### config.mk
export PLATFORM = sky130hd
export DESIGN_NAME = pu_job_sequencer
export DESIGN_NICKNAME = d
export VERILOG_FILES = /design/src/rtl/pu_job_sequencer.sv
export SDC_FILE = /design/constraint.sdc
export NUM_CORES = 1
export LEC_CHECK = 0
export BUFFER_PORTS_ARGS = -buffer_cell sky130_fd_sc_hd__buf_2
export CORE_AREA = 2 2 438 440
export DETAILED_ROUTE_END_ITERATION = 7
export DIE_AREA = 0 0 440 442
export PLACE_DENSITY = 0.4
export REMOVE_ABC_BUFFERS = 1
export SYNTH_ARGS = -nofsm -noshare
export SYNTH_HDL_FRONTEND = slang
export SYNTH_SLANG_ARGS = --single-unit
### constraint.sdc
create_clock -name in_clk -period 26.9 [get_ports in_clk]
set_clock_uncertainty 0.15 [all_clocks]
set_input_delay 2.69 -clock in_clk [delete_from_list [all_inputs] [get_ports in_clk]]
set_output_delay 2.69 -clock in_clk [all_outputs]
set_load 0.02 [all_outputs]
### src/rtl/pu_job_sequencer.sv
// Per-PU job sequencer: latches one (row, col) block job, fetches A/B block pairs over the shared
// bus for every k, drives the block MAC engine and writes the finished C block back to memory.
module pu_job_sequencer #(
  parameter int unsigned SIZE            = 3,
  parameter int unsigned CELL_WIDTH      = 32,
  parameter int unsigned INDEX_WIDTH     = 8,
  parameter int unsigned MEMORY_SIZE     = 1024,
  parameter int unsigned MEMORY_SIZE_LOG = 10,
  parameter int unsigned A_BASE          = 16,
  parameter int unsigned B_BASE          = 320,
  parameter int unsigned C_BASE          = 624
) (
  input  logic                                in_clk,
  input  logic                                in_reset,
  input  logic [CELL_WIDTH-1:0]               in_config,
  input  logic                                in_index_ready,
  input  logic [INDEX_WIDTH-1:0]              in_row_index,
  input  logic [INDEX_WIDTH-1:0]              in_col_index,
  output logic                                out_index_ack,
  output logic                                out_result_ready,
  output logic                                out_request,
  input  logic                                in_grant,
  output logic                                out_mem_read_en,
  output logic                                out_mem_write_en,
  output logic [MEMORY_SIZE_LOG-1:0]          out_mem_address,
  output logic [SIZE*CELL_WIDTH-1:0]          out_mem_data,
  input  logic [SIZE*CELL_WIDTH-1:0]          in_mem_data,
  output logic [SIZE*SIZE*CELL_WIDTH-1:0]     out_a_block,
  output logic [SIZE*SIZE*CELL_WIDTH-1:0]     out_b_block,
  output logic                                out_mac_start,
  output logic                                out_mac_clear,
  input  logic                                in_mac_done,
  input  logic [SIZE*SIZE*CELL_WIDTH-1:0]     in_c_block
);

  localparam int unsigned RowWidth   = SIZE * CELL_WIDTH;
  localparam int unsigned BlockWidth = SIZE * RowWidth;
  localparam int unsigned CntWidth   = $clog2(SIZE + 1);
  localparam logic [CntWidth-1:0] NumRows = CntWidth'(SIZE);
  localparam logic [CntWidth-1:0] LastRow = CntWidth'(SIZE - 1);

  typedef enum logic [2:0] {
    StIdle,
    StFetchA,
    StFetchB,
    StMac,
    StWaitMac,
    StWriteC
  } state_e;

  state_e                  state_q, state_d;
  logic [INDEX_WIDTH-1:0]  row_q, row_d, col_q, col_d;
  logic [7:0]              n_q, n_d, k_q, k_d;
  logic [CntWidth-1:0]     cnt_q, cnt_d, prow_q, prow_d;
  logic                    pend_q, pend_d;
  logic [BlockWidth-1:0]   a_q, b_q;
  logic [MEMORY_SIZE_LOG-1:0] a_addr, b_addr, c_addr;

  logic unused_cfg;
  assign unused_cfg = ^in_config[CELL_WIDTH-1:8];

  // Full 32-bit products, wrapped into the memory address space.
  assign a_addr = MEMORY_SIZE_LOG'((A_BASE + (32'(row_q) * 32'(n_q) + 32'(k_q)) * SIZE
                                    + 32'(cnt_q)) % MEMORY_SIZE);
  assign b_addr = MEMORY_SIZE_LOG'((B_BASE + (32'(k_q) * 32'(n_q) + 32'(col_q)) * SIZE
                                    + 32'(cnt_q)) % MEMORY_SIZE);
  assign c_addr = MEMORY_SIZE_LOG'((C_BASE + (32'(row_q) * 32'(n_q) + 32'(col_q)) * SIZE
                                    + 32'(cnt_q)) % MEMORY_SIZE);

  assign out_a_block = a_q;
  assign out_b_block = b_q;

  always_ff @(posedge in_clk or posedge in_reset) begin
    if (in_reset) begin
      state_q <= StIdle;
      row_q   <= '0;
      col_q   <= '0;
      n_q     <= '0;
      k_q     <= '0;
      cnt_q   <= '0;
      prow_q  <= '0;
      pend_q  <= 1'b0;
    end else begin
      state_q <= state_d;
      row_q   <= row_d;
      col_q   <= col_d;
      n_q     <= n_d;
      k_q     <= k_d;
      cnt_q   <= cnt_d;
      prow_q  <= prow_d;
      pend_q  <= pend_d;
    end
  end

  // Read data returns one cycle after the strobe; pend_q/prow_q remember which row it belongs to.
  always_ff @(posedge in_clk or posedge in_reset) begin
    if (in_reset) begin
      a_q <= '0;
      b_q <= '0;
    end else if (pend_q) begin
      if (state_q == StFetchA) begin
        a_q[prow_q*RowWidth +: RowWidth] <= in_mem_data;
      end else begin
        b_q[prow_q*RowWidth +: RowWidth] <= in_mem_data;
      end
    end
  end

  always_comb begin
    state_d          = state_q;
    row_d            = row_q;
    col_d            = col_q;
    n_d              = n_q;
    k_d              = k_q;
    cnt_d            = cnt_q;
    prow_d           = prow_q;
    pend_d           = 1'b0;
    out_index_ack    = 1'b0;
    out_result_ready = 1'b0;
    out_request      = 1'b0;
    out_mem_read_en  = 1'b0;
    out_mem_write_en = 1'b0;
    out_mem_address  = '0;
    out_mem_data     = '0;
    out_mac_start    = 1'b0;
    out_mac_clear    = 1'b0;

    unique case (state_q)
      StIdle: begin
        out_result_ready = 1'b1;
        if (in_index_ready) begin
          out_index_ack = 1'b1;
          row_d         = in_row_index;
          col_d         = in_col_index;
          n_d           = in_config[7:0];
          k_d           = '0;
          cnt_d         = '0;
          if (in_config[7:0] != 8'd0) begin
            state_d = StFetchA;
          end
        end
      end

      StFetchA, StFetchB: begin
        out_request = (cnt_q < NumRows);
        if (out_request && in_grant) begin
          out_mem_read_en = 1'b1;
          out_mem_address = (state_q == StFetchA) ? a_addr : b_addr;
          cnt_d           = cnt_q + 1'b1;
          pend_d          = 1'b1;
          prow_d          = cnt_q;
        end
        if (pend_q && (prow_q == LastRow)) begin
          state_d = (state_q == StFetchA) ? StFetchB : StMac;
          cnt_d   = '0;
        end
      end

      StMac: begin
        out_mac_start = 1'b1;
        out_mac_clear = (k_q == 8'd0);
        state_d       = StWaitMac;
      end

      StWaitMac: begin
        if (in_mac_done) begin
          cnt_d = '0;
          if (k_q == n_q - 8'd1) begin
            state_d = StWriteC;
          end else begin
            k_d     = k_q + 8'd1;
            state_d = StFetchA;
          end
        end
      end

      StWriteC: begin
        out_request = (cnt_q < NumRows);
        if (out_request && in_grant) begin
          out_mem_write_en = 1'b1;
          out_mem_address  = c_addr;
          out_mem_data     = in_c_block[cnt_q*RowWidth +: RowWidth];
          cnt_d            = cnt_q + 1'b1;
          if (cnt_q == LastRow) begin
            state_d = StIdle;
          end
        end
      end

      default: state_d = StIdle;
    endcase
  end

endmodule

---- Word-level counts from Yosys, hierarchy flattened ----
Cells that the tools add are included.
storage, ports and cells
  bits in registers ....................... 616
  input port bits ......................... 437
  output and inout bits ................... 689
  logic and storage cells ................. 101
cells by class
  add/subtract/negate cells ............... 13
  $mul .................................... 7
  order comparisons ....................... 1
  eq/ne operators ......................... 15
  shift operators ......................... 3
  mux-type cells .......................... 35
  bitwise logic cells ..................... 1
  reductions and logical operators ........ 16
operators with widths
  kind                         count
  $bwmux W288                  2
  $shift A96 B34 Y288 const A  1
  $shiftx A288 B10 Y96         1
  $shiftx A96 B34 Y288         1
  $mux W96                     2
  $add A16 B8 Y17              3
  $mul A17 B2 Y10 const B      3
  $neg A9 Y34                  1
  $mul A8 B8 Y16               2
  $add A10 B2 Y10              3
  $mux W10                     3
  $mux W8                      3
  $mux W3                      7
  $pmux W10 S2                 1
  $pmux W8 S2                  1
  $pmux W3 S5                  1
  $ne A2 B2 Y1 const B         7
  $add A10 B10 Y10 const A     1
  $add A5 B10 Y10 const A      1
  $add A9 B10 Y10 const A      1
  $mux W1                      10
  $add A8 B1 Y8 const B        1
  $eq A8 B8 Y1                 1
  $logic_not A8 Y1             1
  22 further kinds             33

---- Logic depth before layout (Yosys ltp) ----
  depth after elaboration ................. 8
  gate-level depth with buffers ........... 28
  gate-level depth less buffers ........... 26

---- Worst setup path after synthesis ----
No wires, ideal clock.
  path type ............................... reg-to-output
  from .................................... register n_q[3]
  to ...................................... output port out_mem_address[9]
  data arrival time ....................... 5.949 ns
  data required time ...................... 24.060 ns
  slack ................................... 18.111 ns
  cell stages (with the launch flop) ...... 26
  path buffers ............................ 2
  cell sequence ........................... dfrtp_1 buf_6 clkbuf_1 and2_1 fa_1 inv_1 fa_1 fa_1 fa_1 inv_1 ha_1 nand2_1 o21ai_0 nor2b_1 ha_1 or2_2 a21oi_1 nor2_1 xor2_1 ha_1 ha_1 o41ai_1 xor2_1 xnor3_1 nor2_1 o22ai_1
between the ends
  cells in the longest elaborated chain, start to end .. 8
  elaborated cells between the ends (all ways) .. 18
  those cells by class .................... add/sub (9); mul (5); mux (4)
RTL lines
  element                                                    RTL line    text
  start, declared                                            53          logic [7:0] n_q, n_d, k_q, k_d;
  start signal, assigned                                     87          n_q <= n_d;
  $mul A8 B8 Y16, on equally long branches                   65, 63, 67
  $add A16 B8 Y17, on equally long branches                  65, 63
  $mul A17 B2 Y10, on equally long branches                  65, 63
  $add A9 B10 Y10 / $add A5 B10 Y10 (equally long branches)  65, 63
  $add A10 B2 Y10, on equally long branches                  66, 64
  $mux W10                                                   148         out_mem_address = (state_q == StFetchA) ? a_addr : b_addr;
  $mux W10                                                   146         if (out_request && in_grant) begin
  $pmux W10 S2 *                                             128         unique case (state_q)
  end, declared                                              25          output logic [MEMORY_SIZE_LOG-1:0] out_mem_address,
Mark *: on every way between the ends. The rest lies on a longest branch, timed or not.

---- Final worst setup path ----
  from .................................... register n_q[2]
  to ...................................... output port out_mem_address[9]
The elaborated chain is that of the path after synthesis.

==> results.md <==
* Status: completed
* Hold endpoint: out_b_block[45]$_DFFE_PP0P_
* Total CTS buffers at 78
* Gate Count Post-Synth at 3765
* DR vias at 30820
* WHS Path Cells at 2
* Async set-reset flop share out of synthesis at 1.000
* Final setup violation count at 0
* Post-synthesis cell area at 33180 sq um
* Die area at 194500 sq um
* RR Startpoint: prow_q[0]$_DFFE_PP0P_
* Post-synth EDFFs at 0
* Top cells by area, synth: dfrtp_1 46%, nand2_1 11%, o21ai_0 5.7%, mux2_2 5.0%, nor2_1 4.6%
* Hold_sp: out_b_block[45]$_DFFE_PP0P_
* Critical Path Sink Type: output pin
* Num Clock Sinks at 616
* Crit start category: flop
* HPWL after DPL at 164500 microns
* DRT iter0 DRCs at 1587
* Netlist cell types at 59
* Die width at 440 microns
* Hold Vio Cnt, Final at 0
* Worst reg2reg path depth at 12
* Core ar. at 189600 sq um
* Number of synthesized register bits at 616
* Fin crit share at 0.3980
* Setup_tns at 0 ps
* First-pass GRT wire length at about 270000 microns
* R2R setup slack at 21670 ps
* Avg Inst Size Synth at between 8 and 9 sq um
* Gr usage total at 0.2064
* H-tree depth at 3
* Post-route minimum period at roughly 11000 ps
* Site Rows at 160
* Worst slew pin tran at about 1100 ps
* Cts hold-fix bufs at 0
* Clk buf depth at 3
* Data required, critical path at 24060 ps
* PnR worst setup slack at 16190 ps
* Max-Cap Viols at 0
* Drt pass-1 iters at 5
* Vias in the first global route at 31430
* Synth-to-Final Area Change at 33.15%
* Setup repair bufs after CTS at 0
* Layout cells sized above 1 at 0.3044
* Root Buffer: clkbuf_16
* Max Fclk at 93.41 MHz
* Starting density of the core at 0.1750
* HP Class: reg -> reg
* Post-route ant nets at 0
* Nets at 5360
* WL/cell at 27.96 microns
* Register area share after synthesis at 0.4645
* Clock-pin slew on the worst setup and hold paths at 60 ps
* Clk_lat worst skew at 720 ps
* Initial antenna violation count at 76
* Grt ovf at 0
* Post-place setup slack at 16860 ps
* Yosys warnings at 0
* Yosys top cell area share at 0.4645
* Synth Flop Type: dfrtp_1
* Crit path kind: reg -> out
* Die height at ~440 microns
* RD Place Congestion at 0.9861
* Via density at 4.191
* CTS tree: built
* DRC viols at 0
* Post-CTS sizing at 0
* Max-slew violations at 0
* Worst rel slew slack at 0.2477
* Most frequent cells in the layout: 1101 x buf_2, 995 x nand2_1, 613 x dfrtp_1
* I/O Pins at around 1100
* Pin count of the biggest net entering global routing at 148
* Buffers on Ports at 1101
* Crit path max fanout at 20
* Commonest non-fill, non-tap cell in the layout: buf_2
* Reg2reg end: out_b_block[258]$_DFFE_PP0P_
* RSZ-0062 raised after global routing: false
* Top cell type by total area after synthesis: dfrtp_1
* DRT Wirelength at 205600 microns
* Arr. time, crit path at 7870 ps
cell usage after synthesis (3+ instances only):
cell type  number
a21o_1          9
a21oi_1       164
a22oi_1        33
and2_1         71
buf_1          18
buf_6           3
clkbuf_1      223
dfrtp_1       616
fa_1           62
ha_1          113
inv_1         138
mux2_2        147
mux2i_1       133
nand2_1       998
nand2b_1       29
nand3_1        23
nand4_1         3
nor2_1        407
nor2b_1        14
nor3_1          8
nor4_1          4
nor4b_1         4
o21a_1          5
o21ai_0       375
o21ai_1         6
o21bai_1        9
o22ai_1        16
o31ai_1        14
or2_2           3
xnor2_1        50
xnor3_1         3
xor2_1         25
state kept, by name, summed over array words and instances, names as in the netlist:
| signal | count |
|---|---|
| cnt_q | 2 |
| col_q | 8 |
| k_q | 8 |
| n_q | 8 |
| out_a_block | 288 |
| out_b_block | 288 |
| pend_q | 1 |
| prow_q | 2 |
| row_q | 8 |
| state_q | 3 |
stage by stage:
step                cell area (sq um)  cells  utilization  hold slack, ps
floorplan                       32220   3517            -           367.0
global placement                41490   7179       0.2188           304.8
detailed placement              41490   7179       0.2188           307.1
CTS                             44100   7320       0.2326           321.1
global route                    44130   7334       0.2328           333.2
finish                          44180   7354       0.2331           319.3
routing by layer:
metal  up-vias  track usage  wire [microns]
met5         -            0             448
met4        72       0.1030           11440
met2       963       0.4028          112800
met3       303      0.06362           14920
met1     15100       0.1889           66010
li1      14390            -               -
cell type report:
cell class | instances | area, sq um
Antenna cell | 34 | 85.08
Clock buffer | 109 | 2218
Clock inverter | 32 | 391.6
Fill cell | 21080 | 145400
Inverter | 138 | 525.5
Multi-Input combinational cell | 2763 | 16480
Sequential cell | 616 | 15430
Tap cell | 2511 | 3142
Timing Repair Buffer | 1151 | 5911
cell families (layout without fill, tap and decap cells):
group,count (synthesis),count (layout),synth area share
xor+xnor,78,78,0.02183
other cells,0,34,0
compound gates,652,652,0.1071
simple gates,1576,1576,0.1910
buf+inv,386,1430,0.04464
fa+ha+maj,175,175,0.08001
flops,616,616,0.4645
mux,282,282,0.09091
how the worst max path moves through the flow:
stage	startpoint	end	slack [ps]	depth (start not counted)
after floorplan	in_reset	cnt_q[0]$_DFFE_PP0P_	6810	1
after global placement	n_q[2]$_DFFE_PP0P_	out_mem_address[9]	16870	23
after detailed placement	n_q[2]$_DFFE_PP0P_	out_mem_address[9]	16860	23
after CTS	n_q[2]$_DFFE_PP0P_	out_mem_address[9]	16030	23
after global routing	n_q[2]$_DFFE_PP0P_	out_mem_address[9]	15880	23
final	n_q[2]$_DFFE_PP0P_	out_mem_address[9]	16190	23
critical path: stages (launching register included):
cell      delay (ps)
dfrtp_1          660
and2_1           330
fa_1             420
inv_1             70
fa_1             430
fa_1             510
fa_1             490
inv_1             40
ha_1             310
nor2b_1          190
nor2_1            70
xnor2_1          350
ha_1             290
inv_1             70
a221oi_1         470
xor2_1           130
ha_1             360
ha_1             230
o41ai_1          670
xor2_1           170
xnor2_1          220
xnor2_1           90
o22ai_1          250
buf_2            290
Power is not shown: default switching activity piles up to over one toggle a cycle in this logic, so the estimate is an artifact.
